--- config.mk ---
export PLATFORM = sky130hd
export DESIGN_NAME = mul_unit
export DESIGN_NICKNAME = d
export VERILOG_FILES = /design/src/rtl/mul_unit.sv
export SDC_FILE = /design/constraint.sdc
export NUM_CORES = 1
export LEC_CHECK = 0
export CELL_PAD_IN_SITES_DETAIL_PLACEMENT = 0
export CELL_PAD_IN_SITES_GLOBAL_PLACEMENT = 1
export CORE_MARGIN = 2
export CORE_UTILIZATION = 48
export CTS_BUF_LIST = sky130_fd_sc_hd__clkbuf_8
export CTS_CLUSTER_DIAMETER = 100
export CTS_CLUSTER_SIZE = 25
export DETAILED_ROUTE_END_ITERATION = 10
export PLACE_DENSITY_LB_ADDON = 0.1
export SLEW_MARGIN = 20
export SYNTH_ARGS = -nofsm -noshare
export SYNTH_HDL_FRONTEND = slang
export SYNTH_SLANG_ARGS = --single-unit
--- constraint.sdc ---
create_clock -name clk -period 8 [get_ports clk]
set_clock_uncertainty 0.1 [all_clocks]
set_input_delay 2.4 -clock clk [delete_from_list [all_inputs] [get_ports clk]]
set_output_delay 2.4 -clock clk [all_outputs]
set_load 0.01 [all_outputs]
--- src/rtl/mul_unit.sv ---
// Iterative radix-2 shift-add multiplier for the RV32IM EX stage.
// Retires one product bit per cycle. Signed operands are reduced to magnitudes
// at accept, and the sign is applied in a single fix-up cycle at the end.
module mul_unit #(
  parameter int XLEN = 32
) (
  input  logic            clk,
  input  logic            rst_n,
  input  logic            start,
  input  logic [1:0]      mulctl,
  input  logic [XLEN-1:0] rs1,
  input  logic [XLEN-1:0] rs2,
  input  logic            flush,
  output logic            busy,
  output logic            mul_done,
  output logic [XLEN-1:0] result
);

  localparam int CNT_W = $clog2(XLEN);
  localparam logic [CNT_W-1:0] CNT_LAST = CNT_W'(XLEN - 1);

  typedef enum logic [1:0] {
    IDLE = 2'd0,
    CALC = 2'd1,
    FIX  = 2'd2,
    DONE = 2'd3
  } state_t;

  state_t state, state_next;

  logic [XLEN:0]     acc;
  logic [XLEN-1:0]   mplier;
  logic [XLEN-1:0]   mcand;
  logic [CNT_W-1:0]  cnt;
  logic              neg;
  logic [1:0]        ctl;

  logic              accept;
  logic              sign_a;
  logic              sign_b;
  logic [XLEN-1:0]   mag_a;
  logic [XLEN-1:0]   mag_b;
  logic [XLEN-1:0]   addend;
  logic [XLEN:0]     sum;
  logic [2*XLEN-1:0] product;
  logic [2*XLEN-1:0] fixed;

  // Operand conditioning at accept, plus the add and the sign fix-up of the datapath.
  always_comb begin
    accept  = 1'b0;
    sign_a  = rs1[XLEN-1] & ((mulctl == 2'b01) | (mulctl == 2'b10));
    sign_b  = rs2[XLEN-1] & (mulctl == 2'b01);
    mag_a   = sign_a ? -rs1 : rs1;
    mag_b   = sign_b ? -rs2 : rs2;
    addend  = mplier[0] ? mcand : '0;
    sum     = acc + {1'b0, addend};
    product = {acc[XLEN-1:0], mplier};
    fixed   = neg ? -product : product;
    if ((state == IDLE || state == DONE) && start && !flush) begin
      accept = 1'b1;
    end
  end

  // State register; an asynchronous reset aborts any operation in flight.
  always_ff @(posedge clk or negedge rst_n) begin
    if (!rst_n) begin
      state <= IDLE;
    end else begin
      state <= state_next;
    end
  end

  // Next-state logic. Flush wins over everything, including a start in the same cycle.
  always_comb begin
    state_next = state;
    case (state)
      IDLE: begin
        if (accept) state_next = CALC;
      end
      CALC: begin
        if (flush)                 state_next = IDLE;
        else if (cnt == CNT_LAST)  state_next = FIX;
      end
      FIX: begin
        state_next = flush ? IDLE : DONE;
      end
      DONE: begin
        state_next = accept ? CALC : IDLE;
      end
      default: state_next = IDLE;
    endcase
  end

  // Status outputs decode directly from the state.
  always_comb begin
    busy     = (state == CALC) || (state == FIX);
    mul_done = (state == DONE);
  end

  // Datapath: latch operands on accept, shift-add in CALC, and write the result only in FIX.
  always_ff @(posedge clk or negedge rst_n) begin
    if (!rst_n) begin
      acc    <= '0;
      mplier <= '0;
      mcand  <= '0;
      cnt    <= '0;
      neg    <= 1'b0;
      ctl    <= 2'b00;
      result <= '0;
    end else if (accept) begin
      acc    <= '0;
      mplier <= mag_b;
      mcand  <= mag_a;
      cnt    <= '0;
      neg    <= sign_a ^ sign_b;
      ctl    <= mulctl;
    end else if (state == CALC && !flush) begin
      acc    <= {1'b0, sum[XLEN:1]};
      mplier <= {sum[0], mplier[XLEN-1:1]};
      cnt    <= cnt + CNT_W'(1);
    end else if (state == FIX && !flush) begin
      result <= (ctl == 2'b00) ? fixed[XLEN-1:0] : fixed[2*XLEN-1:XLEN];
    end
  end

endmodule

==> results of run 1 <==
[synthesized netlist by cell type (all sizes together), types with 8 or more instances]
cell	n
nand4	13
nand2	201
o21ai	138
and2	40
nand2b	12
nor2b	8
clkbuf	77
or2	8
and3	17
a211oi	12
nor2	81
xor2	51
a21oi	81
o31ai	33
xnor2	81
nor3	20
a21o	21
a31oi	35
or4	25
o41ai	19
or3	15
nand3	21
nor4	20
inv	27
ha	43
dfrtp	138
[worst max-delay path, cell delays in order]
cell and delay, ns:
clkdlybuf4s50_1 0.46, or4_1 0.61, nor4_1 0.37, nand4b_1 0.23
or4_1 0.56, o41ai_1 0.35, xor2_1 0.18, a21oi_1 0.08
[stage by stage]
| step | setup WS [ns] | hold slack [ns] | instances |
|---|---|---|---|
| after floorplan | 3.36 | 0.342 | 1328 |
| after global placement | 2.57 | 0.355 | 1638 |
| after detailed placement | 2.46 | 0.365 | 1638 |
| after CTS | 2.94 | 0.385 | 1670 |
| after global routing | 2.63 | 0.410 | 1671 |
| final | 2.99 | 0.376 | 1671 |
[metal layers]
metal / vias to the layer above / part of all wire [%] / global-route usage [%]
met3: 35 / 5.5 / 3.92
li1: 4896 / - / -
met1: 4674 / 50 / 42.7
met2: 314 / 42 / 38.4
met5: - / 0 / 0
met4: 0 / 1.9 / 7.89
[power breakdown]
| group | switching, mW | internal (mW) | total (mW) |
|---|---|---|---|
| Sequential | 0.402 | 0.992 | 1.39 |
| Combinational | 1.13 | 0.832 | 1.96 |
| Clock | 0.310 | 0.350 | 0.660 |
[cell type report]
type                       count  area, um^2
clock buffer                  18         248
clock inverter                14         195
fill                        2088        9540
inverter                      27         101
multi-input combinational   1080        6740
sequential                   138        3450
tap                          280         350
timing repair buffer         114        1130
[worst max path at each step]
stage | slack [ns] | depth (start not counted) | to
CTS | 2.94 | 10 | mcand[28]$_DFFE_PN0P_
floorplan | 3.36 | 7 | mplier[29]$_DFFE_PN0P_
finish | 2.99 | 8 | mplier[29]$_DFFE_PN0P_
detailed placement | 2.46 | 10 | mcand[28]$_DFFE_PN0P_
global route | 2.63 | 10 | mcand[24]$_DFFE_PN0P_
global placement | 2.57 | 8 | mplier[29]$_DFFE_PN0P_
[logic make-up after synthesis]
| family | synth area share [%] |
|---|---|
| AND/OR/NAND/NOR | 23.9 |
| AO/OA/AOI/OAI | 22.8 |
| flip-flops | 32.6 |
| XOR/XNOR | 10.9 |
| buffers and inverters | 3.99 |
| adder cells (fa/ha/maj) | 5.26 |
| multiplexers | 0.578 |
[sequential cells by signal (all words and copies together) (netlist names)]
register	count
ctl	2
result	32
mplier	32
acc	32
mcand	32
cnt	5
neg	1
state	2
==> flow_summary_export.csv, run 1 <==
group,metric,value,unit
run_status,outcome,"finished clean",
sta,rsz0062_at_grt,"no",
layout,area_growth,15.2,%
die,num_io_pins,104,
layout,diodes,0,
synth,synth-edff-count,0,
die,floorplan.die.height,153,um
route,drt_wl_total,31.4,mm
route,route.detailed.wl_per_inst,18.8,um
cts,clk_pin_slew,0.09,ns
sta,hold_violations,0,
placed_design,gp_congestion,0.892,
setup_path,critPathLaunchType,"primary input",
sta,setup-violations-final,0,
synth,synth_area,10600,um^2
synth,synth_top_area_share,32.6,%
synth,synth_cells,1328,
setup_path,crit_required,8.23,ns
layout,final_cell_area,12200,um^2
cts,cts_tree,"done",
synth,synth-seq-cells,138,
setup_path,rr_worst_depth,9,
route,drtIter0Drc,858,
power_and_ir_drop,cellPowerDensity,329,nW/um^2
die,rows,54,
cts,cts-root-to-sink-buffers,2,
synth,synth_cell_types,69,
route,drtPass1Iterations,5,
cts,cts_resized,0,
power_and_ir_drop,finalPower,4.02,mW
synth,yosysSeqAreaShare,32.6,%
global_routing,grt_max_degree,119,
worst_hold_path,holdCritStartpoint,"result[20]$_DFFE_PN0P_",
cts,cts_max_level,4,
route,antenna_left,0,
setup_path,startpoint,"rs2[14]",
route,vias,9919,
power_and_ir_drop,ir_worst_vdd,255,uV
sta,fin_crit_sh,62.6,%
die,core,21800,um^2
global_routing,grt_remaining_overflow,0,
setup_path,reg2reg_from,"mplier[0]$_DFFE_PN0P_",
setup_path,cp_max_fo,5,
layout,drive_gt1_share,4.46,%
global_routing,antenna_found_initial,0,
placed_design,dp_hpwl,23.4,mm
synth,synth_nets,1442,
synth,synth_top_cells_by_area,"dfrtp_1 33%, nand2_1 7.1%, xnor2_1 6.7%",
synth,ys_async_sr_fraction,100,%
setup_path,r2r_setup_slack,4.03,ns
synth,synthFlopType,"dfrtp_1",
global_routing,grt_pass1_vias,9062,
global_routing,grt_use_total,27.2,%
cts,hold_buffers,0,
sta,post-route-min-period,5.01,ns
cts,cts_root_buf,"clkbuf_8",
cts,cts_buffers,17,
synth,yosysTopAreaCell,"dfrtp_1",
cts,clk_latency,0.47,ns
die,start_util,48.8,%
sta,slew_violations,0,
layout,final_common_cell,"nand2_1",
synth,ys_warn_count,0,
layout,fin_util,56.2,%
run,drv_cap,0,
placed_design,placed_area,11800,um^2
cts,cts_setup_buffers,0,
worst_hold_path,hold_end,"result[20]$_DFFE_PN0P_",
die,fp.dieArea,23300,um^2
power_and_ir_drop,leakage,5.09,nW
route,vias_per_cell,5.94,
setup_path,timing.rr.end,"result[10]$_DFFE_PN0P_",
sta,finalSetupTns,0,ns
sta,fmax,200,MHz
worst_hold_path,holdPathStages,2,
die,fp.dieW,153,um
route,drc,0,
cts,clock-sinks,138,
setup_path,cp.arrival,5.24,ns
placed_design,portBuffers,103,
sta,worst_slew_pin_slew,1.12,ns
layout,layout_common_cells,"201 x nand2_1, 137 x dfrtp_1, 113 x o21ai_0",
layout,layout.nets,1492,
synth,syn_avg_cell_area,7.99,um^2
setup_path,worstSetupPathType,"in -> reg",
setup_path,cp-end-kind,"flip-flop",
sta,relSlewSlack,24.7,%
global_routing,grt_pass1_wl,51.0,mm
worst_hold_path,hold_path.class,"reg -> reg",
Note: power is estimated with default switching activity, not from simulation.
==> run 2: changes to the inputs <==
--- a/config.mk
+++ b/config.mk
@@ -8,7 +8,7 @@
 export CELL_PAD_IN_SITES_DETAIL_PLACEMENT = 0
 export CELL_PAD_IN_SITES_GLOBAL_PLACEMENT = 1
 export CORE_MARGIN = 2
-export CORE_UTILIZATION = 48
+export CORE_UTILIZATION = 40
 export CTS_BUF_LIST = sky130_fd_sc_hd__clkbuf_8
 export CTS_CLUSTER_DIAMETER = 100
 export CTS_CLUSTER_SIZE = 25
==> constraint.sdc (replaced) <==
create_clock -name clk -period 4.5 [get_ports clk]
set_clock_uncertainty 0.1 [all_clocks]
set_input_delay 1.35 -clock clk [delete_from_list [all_inputs] [get_ports clk]]
set_output_delay 1.35 -clock clk [all_outputs]
set_load 0.01 [all_outputs]
==> run 2 against run 1 <==
Highest routed layer unchanged. Combinational power grew 79%. Largest cell class unchanged. Power rose by 77%. Count of clock-buffer cells in the layout decreased by 1. Setup slack worse by 2.4 ns. Critical path depth is 1 higher. Worst hold slack hardly changed.
==> flow_summary_export.csv, run 2 (same netlist as run 1, synthesis figures left out) <==
group,metric,value,unit
placed_design,portBuffers,103,
global_routing,grt_use_total,22.9,%
route,vias,9922,
sta,rsz0062_at_grt,"no",
power_and_ir_drop,clkPwrFrac,16.0,%
cts,cts-root-to-sink-buffers,2,
placed_design,gp_congestion,0.865,
die,num_io_pins,104,
power_and_ir_drop,p_int,3.82,mW
die,start_util,40.7,%
layout,layout_common_cells,"201 x nand2_1, 137 x dfrtp_1, 113 x o21ai_0",
sta,finalSetupTns,0,ns
layout,final_common_cell,"nand2_1",
setup_path,crit_required,4.76,ns
setup_path,crit_family,"simple AND/OR/NAND/NOR gates",
route,antenna_left,0,
placed_design,placed_cells,1712,
power_and_ir_drop,cellPowerDensity,572,nW/um^2
sta,slew_violations,0,
sta,fmax,259,MHz
cts,clk_latency,0.47,ns
setup_path,cp.arrival,4.13,ns
layout,multiInputGateArea,6740,um^2
power_and_ir_drop,pwr-share-comb,49.4,%
sta,fin_crit_sh,85.9,%
die,fp.dieW,167,um
global_routing,antenna_found_initial,0,
die,floorplan.die.height,167,um
cts,cts_buffers,17,
cts,cts_setup_buffers,0,
global_routing,grt_remaining_overflow,0,
sta,worst_slew_pin_slew,0.873,ns
setup_path,critPathLaunchType,"primary input",
sta,hold-worst-slack,0.376,ns
layout,final_cells,1744,
layout,layout.nets,1510,
route,drc,0,
cts,cts_resized,0,
setup_path,slowest_delay,0.61,ns
run_status,outcome,"finished clean",
setup_path,reg2reg_from,"mplier[0]$_DFFE_PN0P_",
cts,hold_buffers,0,
layout,drive_gt1_share,5.68,%
sta,post-route-min-period,3.87,ns
cts,cts_max_level,4,
sta,relSlewSlack,41.8,%
setup_path,slowest_stage,"or4_1",
route,vias_per_cell,5.69,
global_routing,grt_max_degree,76,
cts,clk_pin_slew,0.10,ns
power_and_ir_drop,leakage,5.17,nW
layout,n_fill_cell,2679,
layout,diodes,0,
global_routing,grt_pass1_vias,9303,
placed_design,dp_hpwl,24.5,mm
run,drv_cap,0,
setup_path,startpoint,"rs2[14]",
global_routing,grt_pass1_wl,51.4,mm
route,route.detailed.wl_per_inst,18.3,um
setup_path,cp-end-kind,"flip-flop",
route,drtPass1Iterations,5,
layout,area_growth,17.0,%
cts,clock-sinks,138,
setup_path,worstSetupPathType,"in -> reg",
die,rows,59,
cts,cts_tree,"done",
die,core,26100,um^2
sta,setup-violations-final,0,
power_and_ir_drop,seq_power_share,34.6,%
placed_design,pre_cts_ws,0.180,ns
cts,cts_root_buf,"clkbuf_8",
setup_path,cp_max_fo,5,
worst_hold_path,holdCritStartpoint,"mcand[24]$_DFFE_PN0P_",
setup_path,crit_chain,"clkdlybuf4s50_1 > or4_1 > nor4_1 > buf_4 > nand4b_1 > or4_1 > o41ai_1 > xor2_1 > a21oi_1",
sta,fin_ws,0.635,ns
route,drtIter0Drc,829,
power_and_ir_drop,finalPower,7.09,mW
die,fp.dieArea,27800,um^2
power_and_ir_drop,swShare,46.1,%
worst_hold_path,hold_path.class,"reg -> reg",
layout,seq_area,3450,um^2
power_and_ir_drop,ir_worst_vdd,318,uV
setup_path,critical_path_buf_inv_count,2,
setup_path,cp_common_cell,"or4_1",
power_and_ir_drop,switchingPower,3.27,mW
route,drt_wl_total,32.0,mm
sta,hold_violations,0,
==> run 2: cell count changes in the layout (fill, tap and decap cells not counted) <==
cell        previous run  this run
clkbuf_8              18        17
clkinv_4               4         3
bufinv_16              4         3
clkinvlp_4             1         2
clkinv_2               3         2
inv_6                  2         3
buf_4                 10        28
inv_8                  0         2
==> run 2: power groups by stage <==
stage               registers [mW]  logic (mW)  clock network, mW
detailed placement            2.47        3.51                  0
CTS                           2.45        3.52               1.15
floorplan                     2.22        2.42                  0
global placement              2.46        3.47                  0
finish                        2.46        3.50               1.13
global route                  2.54        3.91               1.21
==> run 2: per-stage QoR <==
stage | area (um^2) | utilization (%)
after floorplan | 10600 | -
final | 12400 | 47.6
after global routing | 12400 | 47.6
after CTS | 12400 | 47.6
after detailed placement | 12000 | 46.0
after global placement | 12000 | 46.0
==> run 2: final cells by class <==
cell class                      count  share of cell area [%]
Inverter                           27                   0.817
Clock buffer                       17                    1.89
Tap cell                          335                    3.38
Timing Repair Buffer              132                    10.2
Sequential cell                   138                    27.8
Multi-Input combinational cell   1080                    54.4
Clock inverter                     15                    1.53
==> run 2: worst paths after layout <==
check | end | slack (ns) | cells after the start
max | mplier[29]$_DFFE_PN0P_ | 0.63 | 9
min | mcand[24]$_DFFE_PN0P_ | 0.38 | 2
max reg2reg | acc[19]$_DFFE_PN0P_ | 0.96 | 10
min reg2reg | mcand[24]$_DFFE_PN0P_ | 0.38 | 2
max in group asynchronous | mcand[4]$_DFFE_PN0P_ | 2.77 | 2
min in group asynchronous | result[8]$_DFFE_PN0P_ | 0.76 | 1
==> run 2: worst min-delay path: stages, from the launching register on <==
cell and delay, ns:
dfrtp_1 0.34, nand2_1 0.04, o21ai_0 0.06
==> run 2: per-layer routing <==
metal,vias to the layer above,part of all wire (%),GRT usage (%)
li1,4924,-,-
met1,4776,50,33.8
met2,198,46,36.1
met3,24,3.3,3.16
met4,0,0.91,3.90
met5,-,0,0
==> run 3: changes to the inputs <==
--- a/config.mk
+++ b/config.mk
@@ -10,7 +10,7 @@
 export CORE_MARGIN = 2
 export CORE_UTILIZATION = 40
 export CTS_BUF_LIST = sky130_fd_sc_hd__clkbuf_8
-export CTS_CLUSTER_DIAMETER = 100
+export CTS_CLUSTER_DIAMETER = 80
 export CTS_CLUSTER_SIZE = 25
 export DETAILED_ROUTE_END_ITERATION = 10
 export PLACE_DENSITY_LB_ADDON = 0.1
==> results of run 3 <==
Same layout as run 2: the final DEF is identical, and so are final timing and power.
